File: src/rtl/fifo_controller_pkg.sv
// Shared types and defaults for the 15-entry register-file FIFO controller.
package fifo_ctrl_pkg;

  localparam int STATE_W       = 3;
  localparam int DEPTH_DEFAULT = 15;
  localparam int AW_DEFAULT    = 4;
  localparam int CW_DEFAULT    = 4;

  typedef enum logic [STATE_W-1:0] {
    INIT     = 3'd0,
    NO_OP    = 3'd1,
    WRITE    = 3'd2,
    WR_ERROR = 3'd3,
    READ     = 3'd4,
    RD_ERROR = 3'd5,
    WRRD     = 3'd6
  } state_e;

endpackage

File: src/rtl/fifo_ptr.sv
// Register-file address pointer: advances on en_i and wraps from DEPTH-1 back to 0.
module fifo_ptr
  import fifo_ctrl_pkg::*;
#(
  parameter int DEPTH = DEPTH_DEFAULT,
  parameter int AW    = AW_DEFAULT
) (
  input  logic          clk,
  input  logic          rst_n,
  input  logic          en_i,
  output logic [AW-1:0] ptr_o
);

  localparam logic [AW-1:0] LAST = AW'(DEPTH - 1);

  logic [AW-1:0] ptr_q, ptr_d;

  always_comb begin
    ptr_d = ptr_q;
    if (en_i) begin
      ptr_d = (ptr_q == LAST) ? '0 : ptr_q + AW'(1);
    end
  end

  always_ff @(posedge clk or negedge rst_n) begin
    if (!rst_n) ptr_q <= '0;
    else        ptr_q <= ptr_d;
  end

  assign ptr_o = ptr_q;

endmodule

File: src/rtl/fifo_controller.sv
// Control FSM for the register-file FIFO: strobes, pointers, occupancy and handshakes.
// Define FIFO_SIMUL_RW_EN to allow a combined read+write cycle (state WRRD).
module fifo_controller
  import fifo_ctrl_pkg::*;
#(
  parameter int DEPTH = DEPTH_DEFAULT,
  parameter int AW    = AW_DEFAULT,
  parameter int CW    = CW_DEFAULT
) (
  input  logic               clk,
  input  logic               rst_n,
  input  logic               wr_en,
  input  logic               rd_en,
  output logic               rf_we,
  output logic               rf_re,
  output logic [AW-1:0]      wr_addr,
  output logic [AW-1:0]      rd_addr,
  output logic [STATE_W-1:0] state,
  output logic [CW-1:0]      data_count,
  output logic               full,
  output logic               empty,
  output logic               wr_ack,
  output logic               wr_err,
  output logic               rd_ack,
  output logic               rd_err
);

  localparam logic [CW-1:0] CNT_FULL = CW'(DEPTH);

  state_e        state_q, state_d;
  logic [CW-1:0] count_q, count_d;

  assign full  = (count_q == CNT_FULL);
  assign empty = (count_q == '0);

`ifdef FIFO_SIMUL_RW_EN
  logic both_ok;
  // A combined cycle needs something to read; the read frees a slot even when full.
  assign both_ok = wr_en & rd_en & ~empty;
  assign rf_we   = (wr_en & ~rd_en & ~full) | both_ok;
  assign rf_re   = (rd_en & ~wr_en & ~empty) | both_ok;
`else
  assign rf_we = wr_en & ~rd_en & ~full;
  assign rf_re = rd_en & ~wr_en & ~empty;
`endif

  // Next state depends only on requests and flags, so encodings 6/7 fall back to NO_OP.
  always_comb begin
    state_d = NO_OP;
    case ({wr_en, rd_en})
      2'b10:   state_d = full  ? WR_ERROR : WRITE;
      2'b01:   state_d = empty ? RD_ERROR : READ;
`ifdef FIFO_SIMUL_RW_EN
      2'b11:   state_d = empty ? RD_ERROR : WRRD;
`endif
      default: state_d = NO_OP;
    endcase
  end

  always_comb begin
    count_d = count_q;
    if (rf_we && !rf_re)      count_d = count_q + CW'(1);
    else if (rf_re && !rf_we) count_d = count_q - CW'(1);
  end

  always_ff @(posedge clk or negedge rst_n) begin
    if (!rst_n) begin
      state_q <= INIT;
      count_q <= '0;
    end else begin
      state_q <= state_d;
      count_q <= count_d;
    end
  end

  fifo_ptr #(.DEPTH(DEPTH), .AW(AW)) u_wr_ptr (
    .clk   (clk),
    .rst_n (rst_n),
    .en_i  (rf_we),
    .ptr_o (wr_addr)
  );

  fifo_ptr #(.DEPTH(DEPTH), .AW(AW)) u_rd_ptr (
    .clk   (clk),
    .rst_n (rst_n),
    .en_i  (rf_re),
    .ptr_o (rd_addr)
  );

  assign state      = state_q;
  assign data_count = count_q;
  assign wr_ack     = (state_q == WRITE)    || (state_q == WRRD);
  assign wr_err     = (state_q == WR_ERROR);
  assign rd_ack     = (state_q == READ)     || (state_q == WRRD);
  assign rd_err     = (state_q == RD_ERROR);

endmodule

File: config.mk
export PLATFORM = sky130hd
export DESIGN_NAME = fifo_controller
export DESIGN_NICKNAME = d
export VERILOG_FILES = /design/src/rtl/fifo_controller_pkg.sv /design/src/rtl/fifo_ptr.sv /design/src/rtl/fifo_controller.sv
export SDC_FILE = /design/constraint.sdc
export NUM_CORES = 1
export LEC_CHECK = 0
export ABC_AREA = 1
export CAP_MARGIN = 30
export CORE_MARGIN = 2
export CORE_UTILIZATION = 35
export CTS_BUF_LIST = sky130_fd_sc_hd__clkbuf_8
export DETAILED_ROUTE_END_ITERATION = 8
export DONT_BUFFER_PORTS = 1
export HOLD_SLACK_MARGIN = 0.12
export SKIP_LAST_GASP = 1
export SLEW_MARGIN = 20
export SYNTH_ARGS = -nofsm -noshare
export SYNTH_HDL_FRONTEND = slang
export SYNTH_SLANG_ARGS = --single-unit
File: constraint.sdc
create_clock -name clk -period 3.25 [get_ports clk]
set_input_delay 0.325 -clock clk [delete_from_list [all_inputs] [get_ports clk]]
set_output_delay 0.325 -clock clk [all_outputs]
set_load 0.03 [all_outputs]
==> results of run 1 <==
[per-layer routing]
| layer | global-route usage (%) | vias up |
|---|---|---|
| li1 | - | 386 |
| met1 | 14.1 | 333 |
| met2 | 18.9 | 19 |
| met3 | 3.49 | 2 |
| met4 | 7.32 | 0 |
| met5 | 0 | - |
[cell type report]
cell class,count,area (sq um),share of cell area [%]
clock inverter,1,5.00,0.488
clock buffer,3,41.3,4.02
sequential,15,375,36.6
timing repair buffer,1,10.0,0.976
inverter,22,82.6,8.05
multi-input combinational,84,474,46.2
tap,30,37.5,3.66
[synthesized netlist by cell type]
library cell and number:
nor3_1 2, xor2_1 1, nand2_1 34, nand2_2 1
fa_1 1, inv_1 22, dfrtp_1 15, nand3_1 8
xnor2_1 2, o21ai_0 6, or2_2 1, a21oi_1 3
o21ai_1 2, ha_1 6, nor2_4 2, nor2_1 9
nand2_4 2, nand4_1 2, a21oi_2 1, nand3b_1 1
[kinds of logic after synthesis]
family                     synth area share [%]
AOI/OAI and AO/OA                          6.85
xor gates and xnor gates                   2.82
adders and majority gates                  10.2
buffers and inverters                      8.86
DFF                                        40.3
and+or+nand+nor                            31.0
[stage by stage]
| step | hold slack [ns] | utilization (%) | total power [mW] |
|---|---|---|---|
| final | 0.236 | 41.0 | 1.04 |
| after CTS | 0.230 | 41.0 | 1.06 |
| after global placement | 0.0297 | 38.8 | 0.889 |
| after floorplan | 0.0294 | - | 0.826 |
| after global routing | 0.236 | 41.0 | 1.14 |
| after detailed placement | 0.0297 | 38.8 | 0.903 |
[how the worst max path moves through the flow]
stage | from | to
floorplan | data_count[0]$_DFFE_PN0P_ | data_count[3]$_DFFE_PN0P_
global placement | data_count[0]$_DFFE_PN0P_ | data_count[3]$_DFFE_PN0P_
detailed placement | data_count[0]$_DFFE_PN0P_ | data_count[3]$_DFFE_PN0P_
CTS | data_count[0]$_DFFE_PN0P_ | data_count[3]$_DFFE_PN0P_
global route | data_count[0]$_DFFE_PN0P_ | data_count[3]$_DFFE_PN0P_
finish | data_count[0]$_DFFE_PN0P_ | data_count[3]$_DFFE_PN0P_
[sequential cells by signal (all words and copies together) (netlist names)]
register / cells
data_count: 4
u_rd_ptr.ptr_o: 4
u_wr_ptr.ptr_o: 4
state: 3
[power by group through the flow]
stage / Sequential [mW] / Clock [mW] / Combinational (mW)
2_1_floorplan: 0.505 / 0 / 0.321
3_3_place_gp: 0.535 / 0 / 0.354
3_5_place_dp: 0.539 / 0 / 0.364
4_1_cts: 0.535 / 0.151 / 0.370
5_1_grt: 0.551 / 0.164 / 0.428
6_report: 0.532 / 0.145 / 0.367
==> flow_metrics.env, run 1 <==
export IMPL_numCtsBuffers=3
export IMPL_sw_frac_of_total_pct=53.3
export IMPL_finalSetupViolations=0
export IMPL_combPwrFrac_pct=35.1
export IMPL_final_hold_viol_count=0
export IMPL_cts_num_sinks=15
export IMPL_slowest_stage="dfrtp_1"
export IMPL_fin_tns_setup_ns=0
export IMPL_reg2reg_to="data_count[3]$_DFFE_PN0P_"
export IMPL_synth_cell_type_count=20
export IMPL_p_leak_nw=0.537
export IMPL_dr_wl_met2_um=762
export IMPL_cpMostUsedCell="nand2_1"
export IMPL_via_per_inst=4.74
export IMPL_cts_tree="built"
export IMPL_syn_area_per_cell_sq_um=7.70
export IMPL_ys_warn_count=0
export IMPL_cap_viol_max_count=0
export IMPL_switchingPower_uw=556
export IMPL_power_density_mw_per_mm2=1020
export IMPL_rrSetupSlack_ns=0.69
export IMPL_synth_nets=132
export IMPL_cpPeakStageDelay_ns=0.67
export IMPL_wl_met3_um=106
export IMPL_diodes=0
export IMPL_worstMarginPinSlew_ns=0.910
export IMPL_syn_area_sq_um=932
export IMPL_worst_ep_arrival_time_ns=2.69
export IMPL_end_kind="flop"
export IMPL_path_class="reg2reg"
export IMPL_grt_max_degree=16
export IMPL_first_pass_iters=4
export IMPL_p_seq_share_pct=51.0
export IMPL_rsz0062_at_grt="no"
export IMPL_status="completed"
export IMPL_dieArea_sq_mm=0.00309
export IMPL_fillers=262
export IMPL_crit_chain="nand2_2 -> nor2_4 -> nor2_4 -> ha_1 -> inv_1 -> ha_1 -> or2_2 -> nand2_1 -> nand2_1 -> nand3_1 -> nand2_1"
export IMPL_grt_pass1_wl_um=2880
export IMPL_ys_top_cells_by_area="dfrtp_1, nand2_1, inv_1"
export IMPL_area_growth_pct=10.1
export IMPL_start_util_pct=37.3
export IMPL_drtAntennaViolNets=0
export IMPL_hold_path_endpoint="state[1]$_DFF_PN0_"
export IMPL_reg2reg_depth=11
export IMPL_yosys_area_top_type="dfrtp_1"
export IMPL_finClkSkew_ns=0.000331
export IMPL_ctsHoldBuffers=1
export IMPL_max_freq_mhz=391
export IMPL_design_core_area_sq_mm=0.00250
export IMPL_vias=740
export IMPL_path_max_fanout=7
export IMPL_wl_per_cell_um=10.7
export IMPL_seq_area_frac_synth_pct=40.3
export IMPL_synth_top_area_share_pct=40.3
export IMPL_ys_ff_latch=15
export IMPL_hold_class="in2reg"
export IMPL_design_portCount=27
export IMPL_antenna_found_initial=0
export IMPL_start_kind="flop"
export IMPL_cts_setup_buffers=0
export IMPL_overflow=0
export IMPL_placed_area_sq_um=970
export IMPL_period_share_pct=78.7
export IMPL_ir_drop_mv=0.417
export IMPL_final_area_sq_mm=0.00103
export IMPL_min_delay_start="wr_en"
export IMPL_final_nets=138
export IMPL_whs_path_depth=1
export IMPL_top_layer="met4"
export IMPL_clkTransAtPathRegs_ns=0.06
export IMPL_routed_wirelength_um=1670
export IMPL_cp_required_ns=3.38
export IMPL_dp_hpwl_um=1310
export IMPL_htreeDepth=1
export IMPL_track_usage_pct=11.9
export IMPL_numPortBuffers=0
export IMPL_drc_errors=0
export IMPL_place_congestion=0.798
export IMPL_cpLargestDelayFamily="simple AND/OR/NAND/NOR gates"
export IMPL_die_w_um=55.6
export IMPL_cts_buffer_depth=2
export IMPL_post_place_ws_ns=0.701
export IMPL_die_h_um=55.6
export IMPL_r2r_start="data_count[0]$_DFFE_PN0P_"
export IMPL_cts_root_buffer="clkbuf_8"
export IMPL_layout_common_cells="nand2_1, inv_1, dfrtp_1"
export IMPL_post_cts_resized=0
export IMPL_slew_headroom_pct=38.9
export IMPL_post_route_min_period_ns=2.56
export IMPL_worstSkewPairLatency_ns=0.24
export IMPL_maxSlewViolCount=0
export IMPL_drive_above_1_share_pct=8.73
export IMPL_dp_cells=151
export IMPL_power_frac_clock_pct=13.9
export IMPL_drtIter0Drc=16
export IMPL_finalWorstSetupSlack_ns=0.691
export IMPL_intPower_uw=488
export IMPL_wl_met1_um=773
export IMPL_path_buf_inv=1
export IMPL_instances_no_fill=156
export IMPL_grt_pass1_vias=699
export IMPL_rows=18
export IMPL_synth_cells=121
export IMPL_final_common_cell="nand2_1"
export IMPL_critical_path_depth=11
Power figures use the tool's default switching activity.
==> run 2, diff against run 1 <==
==> constraint.sdc (replaced) <==
create_clock -name clk -period 2.55 [get_ports clk]
set_input_delay 0.255 -clock clk [delete_from_list [all_inputs] [get_ports clk]]
set_output_delay 0.255 -clock clk [all_outputs]
set_load 0.03 [all_outputs]
==> flow_metrics.env, run 2 (synthesized netlist as in run 1, its figures left out) <==
export IMPL_rsz0062_at_grt="no"
export IMPL_status="completed"
export IMPL_numCtsBuffers=3
export IMPL_dp_hpwl_um=1410
export IMPL_hold_class="in2reg"
export IMPL_rows=18
export IMPL_grt_max_degree=16
export IMPL_start_util_pct=37.3
export IMPL_via_per_inst=4.79
export IMPL_design_core_area_sq_mm=0.00250
export IMPL_sw_frac_of_total_pct=52.2
export IMPL_r2r_start="data_count[2]$_DFFE_PN0P_"
export IMPL_drtAntennaViolNets=0
export IMPL_cap_viol_max_count=0
export IMPL_finClkSkew_ns=0.00389
export IMPL_slowest_stage="dfrtp_1"
export IMPL_power_density_mw_per_mm2=1300
export IMPL_final_common_cell="nand2_1"
export IMPL_antenna_found_initial=0
export IMPL_ctsHoldBuffers=1
export IMPL_postLayoutCoreUtil_pct=43.1
export IMPL_final_hold_viol_count=0
export IMPL_reg2reg_depth=11
export IMPL_crit_path_start="data_count[2]$_DFFE_PN0P_"
export IMPL_p_leak_nw=0.573
export IMPL_min_delay_start="wr_en"
export IMPL_cts_setup_buffers=0
export IMPL_critical_path_depth=11
export IMPL_max_freq_mhz=457
export IMPL_final_nets=145
export IMPL_crit_chain="nand2_1 -> nor2_4 -> nor2_4 -> ha_1 -> inv_1 -> ha_1 -> or2_2 -> nand2_1 -> nand2_1 -> nand3_1 -> nand2_1"
export IMPL_post_cts_resized=0
export IMPL_wl_per_cell_um=10.9
export IMPL_place_congestion=0.837
export IMPL_cpPeakStageDelay_ns=0.40
export IMPL_layout_common_cells="nand2_1, inv_1, dfrtp_1"
export IMPL_fin_tns_setup_ns=0
export IMPL_start_kind="flop"
export IMPL_cts_num_sinks=15
export IMPL_routed_wirelength_um=1770
export IMPL_post_route_min_period_ns=2.19
export IMPL_placed_area_sq_mm=0.00102
export IMPL_grt_pass1_wl_um=2930
export IMPL_final_area_sq_mm=0.00108
export IMPL_intPower_uw=671
export IMPL_diodes=0
export IMPL_power_total_mw=1.40
export IMPL_die_w_um=55.6
export IMPL_die_h_um=55.6
export IMPL_path_class="reg2reg"
export IMPL_cts_root_buffer="clkbuf_8"
export IMPL_numPortBuffers=0
export IMPL_finalSetupViolations=0
export IMPL_combPwrFrac_pct=45.0
export IMPL_first_pass_iters=4
export IMPL_drtIter0Drc=13
export IMPL_cpLargestDelayFamily="simple AND/OR/NAND/NOR gates"
export IMPL_htreeDepth=1
export IMPL_instances_no_fill=163
export IMPL_worst_ep_arrival_time_ns=2.33
export IMPL_cts_tree="built"
export IMPL_maxSlewViolCount=0
export IMPL_ir_drop_mv=0.728
export IMPL_dp_cells=158
export IMPL_cpMostUsedCell="nand2_1"
export IMPL_drive_above_1_share_pct=13.5
export IMPL_worstSkewPairLatency_ns=0.25
export IMPL_cp_required_ns=2.69
export IMPL_p_seq_share_pct=41.2
export IMPL_clkTransAtPathRegs_ns=0.06
export IMPL_path_max_fanout=7
export IMPL_path_buf_inv=1
export IMPL_whs_path_depth=1
export IMPL_dieArea_sq_mm=0.00309
export IMPL_overflow=0
export IMPL_switchingPower_uw=733
export IMPL_power_frac_clock_pct=13.8
export IMPL_slew_headroom_pct=54.1
export IMPL_grt_pass1_vias=686
export IMPL_cts_buffer_depth=2
export IMPL_vias=781
export IMPL_end_kind="flop"
export IMPL_track_usage_pct=11.8
export IMPL_area_growth_pct=15.7
export IMPL_design_portCount=27
export IMPL_period_share_pct=85.7
export IMPL_worstMarginPinSlew_ns=0.687
export IMPL_drc_errors=0
==> run 2: final cells by class <==
class                      instances  area (sq um)
clock buffer                       3          41.3
clock inverter                     1          5.00
fill                             254          1420
inverter                          22          82.6
multi-input combinational         84           474
sequential                        15           375
tap                               30          37.5
timing repair buffer               8          62.6
==> run 2: worst paths after layout <==
check                                                  to  slack [ns]
worst min register to register         state[0]$_DFF_PN0_        0.65
worst min-delay path                   state[1]$_DFF_PN0_        0.17
worst max register to register  data_count[3]$_DFFE_PN0P_        0.36
max in group asynchronous              state[1]$_DFF_PN0_        1.62
min in group asynchronous       data_count[0]$_DFFE_PN0P_        0.49
worst max-delay path            data_count[3]$_DFFE_PN0P_        0.36
==> run 2: power by group through the flow <==
stage	registers, mW	logic [mW]	clock network [mW]
finish	0.579	0.631	0.193
global route	0.592	0.715	0.214
CTS	0.577	0.638	0.199
detailed placement	0.581	0.629	0
global placement	0.580	0.610	0
floorplan	0.644	0.409	0
==> run 2: routing by layer <==
layer	share of wire [%]	routed length [um]	vias to the layer above	track usage (%)
met5	0	0	-	0
met4	1.1	19	0	6.27
met3	6.7	119	2	3.02
met2	44	774	22	16.7
met1	48	858	354	16.3
li1	-	-	403	-
==> run 2: worst register-to-register path, delay by kind of cell (launching register included) <==
kind | cells | cell delay, ns
AND/OR/NAND/NOR | 8 | 1.00
buffers and inverters | 1 | 0.10
flip-flops | 1 | 0.40
adder cells (fa/ha/maj) | 2 | 0.58
==> run 2: metrics by stage <==
step | hold slack [ns] | setup WS, ns
2_1_floorplan | -0.0406 | 0.181
5_1_grt | 0.153 | 0.279
3_3_place_gp | -0.0403 | 0.405
6_report | 0.170 | 0.364
3_5_place_dp | -0.0404 | 0.362
4_1_cts | 0.156 | 0.366
==> run 3, diff against run 2 <==
--- a/config.mk
+++ b/config.mk
@@ -9,7 +9,6 @@
 export CAP_MARGIN = 30
 export CORE_MARGIN = 2
 export CORE_UTILIZATION = 35
-export CTS_BUF_LIST = sky130_fd_sc_hd__clkbuf_8
 export DETAILED_ROUTE_END_ITERATION = 8
 export DONT_BUFFER_PORTS = 1
 export HOLD_SLACK_MARGIN = 0.12
==> flow_metrics.env, run 3 (synthesized netlist as in run 1, its figures left out) <==
export IMPL_status="completed"
export IMPL_design_core_area_sq_mm=0.00250
export IMPL_first_pass_iters=4
export IMPL_layout_common_cells="nand2_1, inv_1, dfrtp_1"
export IMPL_design_portCount=27
export IMPL_hold_class="in2reg"
export IMPL_final_nets=146
export IMPL_wl_met3_um=130
export IMPL_drive_above_1_share_pct=13.4
export IMPL_track_usage_pct=11.7
export IMPL_top_layer="met4"
export IMPL_cts_num_sinks=15
export IMPL_finalSetupViolations=0
export IMPL_grt_pass1_vias=687
export IMPL_htreeDepth=1
export IMPL_cpPeakStageDelay_ns=0.41
export IMPL_fillers=254
export IMPL_crit_chain="nand2_1 -> nor2_4 -> nor2_4 -> ha_1 -> inv_1 -> ha_1 -> or2_2 -> nand2_1 -> nand2_1 -> nand3_1 -> nand2_1"
export IMPL_period_share_pct=85.6
export IMPL_drc_errors=0
export IMPL_holdWs_ns=0.198
export IMPL_fin_tns_setup_ns=0
export IMPL_worstSkewPairLatency_ns=0.28
export IMPL_cts_buffer_depth=2
export IMPL_ir_drop_mv=0.728
export IMPL_maxSlewViolCount=0
export IMPL_path_buf_inv=1
export IMPL_numPortBuffers=0
export IMPL_placed_area_sq_mm=0.00102
export IMPL_worstMarginPinSlew_ns=0.690
export IMPL_vias=782
export IMPL_cap_viol_max_count=0
export IMPL_dp_hpwl_um=1410
export IMPL_path_class="reg2reg"
export IMPL_wl_per_cell_um=11.0
export IMPL_end_kind="flop"
export IMPL_cp_required_ns=2.73
export IMPL_wl_met1_um=861
export IMPL_grt_max_degree=16
export IMPL_via_per_inst=4.77
export IMPL_overflow=0
export IMPL_antenna_found_initial=0
export IMPL_die_h_um=55.6
export IMPL_start_util_pct=37.3
export IMPL_cpMostUsedCell="nand2_1"
export IMPL_numCtsBuffers=3
export IMPL_rows=18
export IMPL_final_hold_viol_count=0
export IMPL_cts_root_buffer="clkbuf_4"
export IMPL_postLayoutCoreUtil_pct=42.8
export IMPL_clkTransAtPathRegs_ns=0.09
export IMPL_routed_wirelength_um=1810
export IMPL_path_max_fanout=7
export IMPL_place_congestion=0.837
export IMPL_start_kind="flop"
export IMPL_die_w_um=55.6
export IMPL_post_route_min_period_ns=2.18
export IMPL_dieArea_sq_mm=0.00309
export IMPL_cts_tree="built"
export IMPL_power_density_mw_per_mm2=1260
export IMPL_final_common_cell="nand2_1"
export IMPL_slew_headroom_pct=53.8
export IMPL_p_leak_nw=0.570
export IMPL_max_freq_mhz=458
export IMPL_grt_pass1_wl_um=2930
export IMPL_finClkSkew_ns=0.00284
export IMPL_rsz0062_at_grt="no"
export IMPL_drtIter0Drc=18
export IMPL_dr_wl_met2_um=793
export IMPL_final_area_sq_mm=0.00107
export IMPL_diodes=0
export IMPL_cts_setup_buffers=0
export IMPL_slowest_stage="dfrtp_1"
export IMPL_worst_ep_arrival_time_ns=2.37
export IMPL_drtAntennaViolNets=0
export IMPL_cpLargestDelayFamily="simple AND/OR/NAND/NOR gates"
export IMPL_area_growth_pct=14.8
## run 3: cell count changes in the layout (fill, tap and decap cells not counted), sizes merged
cell and delta:
dlygate4sd3 +1
## run 3: metrics by stage
step           instances  power (mW)  setup WS [ns]
6_report             164        1.35          0.368
5_1_grt              164        1.46          0.274
4_1_cts              164        1.36          0.361
3_5_place_dp         158        1.21          0.362
3_3_place_gp         158        1.19          0.405
2_1_floorplan        121        1.05          0.181
## run 3: layout make-up
class                      count  area [sq um]  area share [%]
inverter                      22          82.6            7.72
timing repair buffer           9          72.6            6.78
sequential                    15           375            35.1
multi-input combinational     84           474            44.3
tap                           30          37.5            3.51
clock inverter                 1          5.00           0.468
clock buffer                   3          22.5            2.11
## run 3: worst min-delay path, stage by stage
cell and delay [ns]:
ha_1 0.10, a21oi_1 0.04, o21ai_0 0.06
## run 3: layer usage
metal	vias to the layer above	global-route usage, %
met5	-	0
met4	0	6.27
met3	2	2.56
met2	25	16.8
met1	347	16.2
li1	408	-
## run 3: report_power, final
group / leakage, nW / switching [mW] / internal, mW
logic: 0.369 / 0.400 / 0.232
clock network: 0.0177 / 0.0785 / 0.0582
registers: 0.183 / 0.251 / 0.330
total: 0.570 / 0.730 / 0.621
## run 3: final timing paths
check,startpoint,endpoint,slack [ns],cells past startpoint
max,data_count[2]$_DFFE_PN0P_,data_count[3]$_DFFE_PN0P_,0.37,11
min,rd_en,state[0]$_DFF_PN0_,0.20,3
max reg2reg,data_count[2]$_DFFE_PN0P_,data_count[3]$_DFFE_PN0P_,0.37,11
min reg2reg,data_count[3]$_DFFE_PN0P_,state[0]$_DFF_PN0_,0.66,3
max in group asynchronous,rst_n,state[1]$_DFF_PN0_,1.66,1
min in group asynchronous,rst_n,data_count[0]$_DFFE_PN0P_,0.45,1
## run 3: what timing repair did
| action | in CTS | in global routing |
|---|---|---|
| gates resized for setup | 0 | 0 |
| hold buffers | 2 | 0 |
| hold endpoints to repair | 16 | 0 |
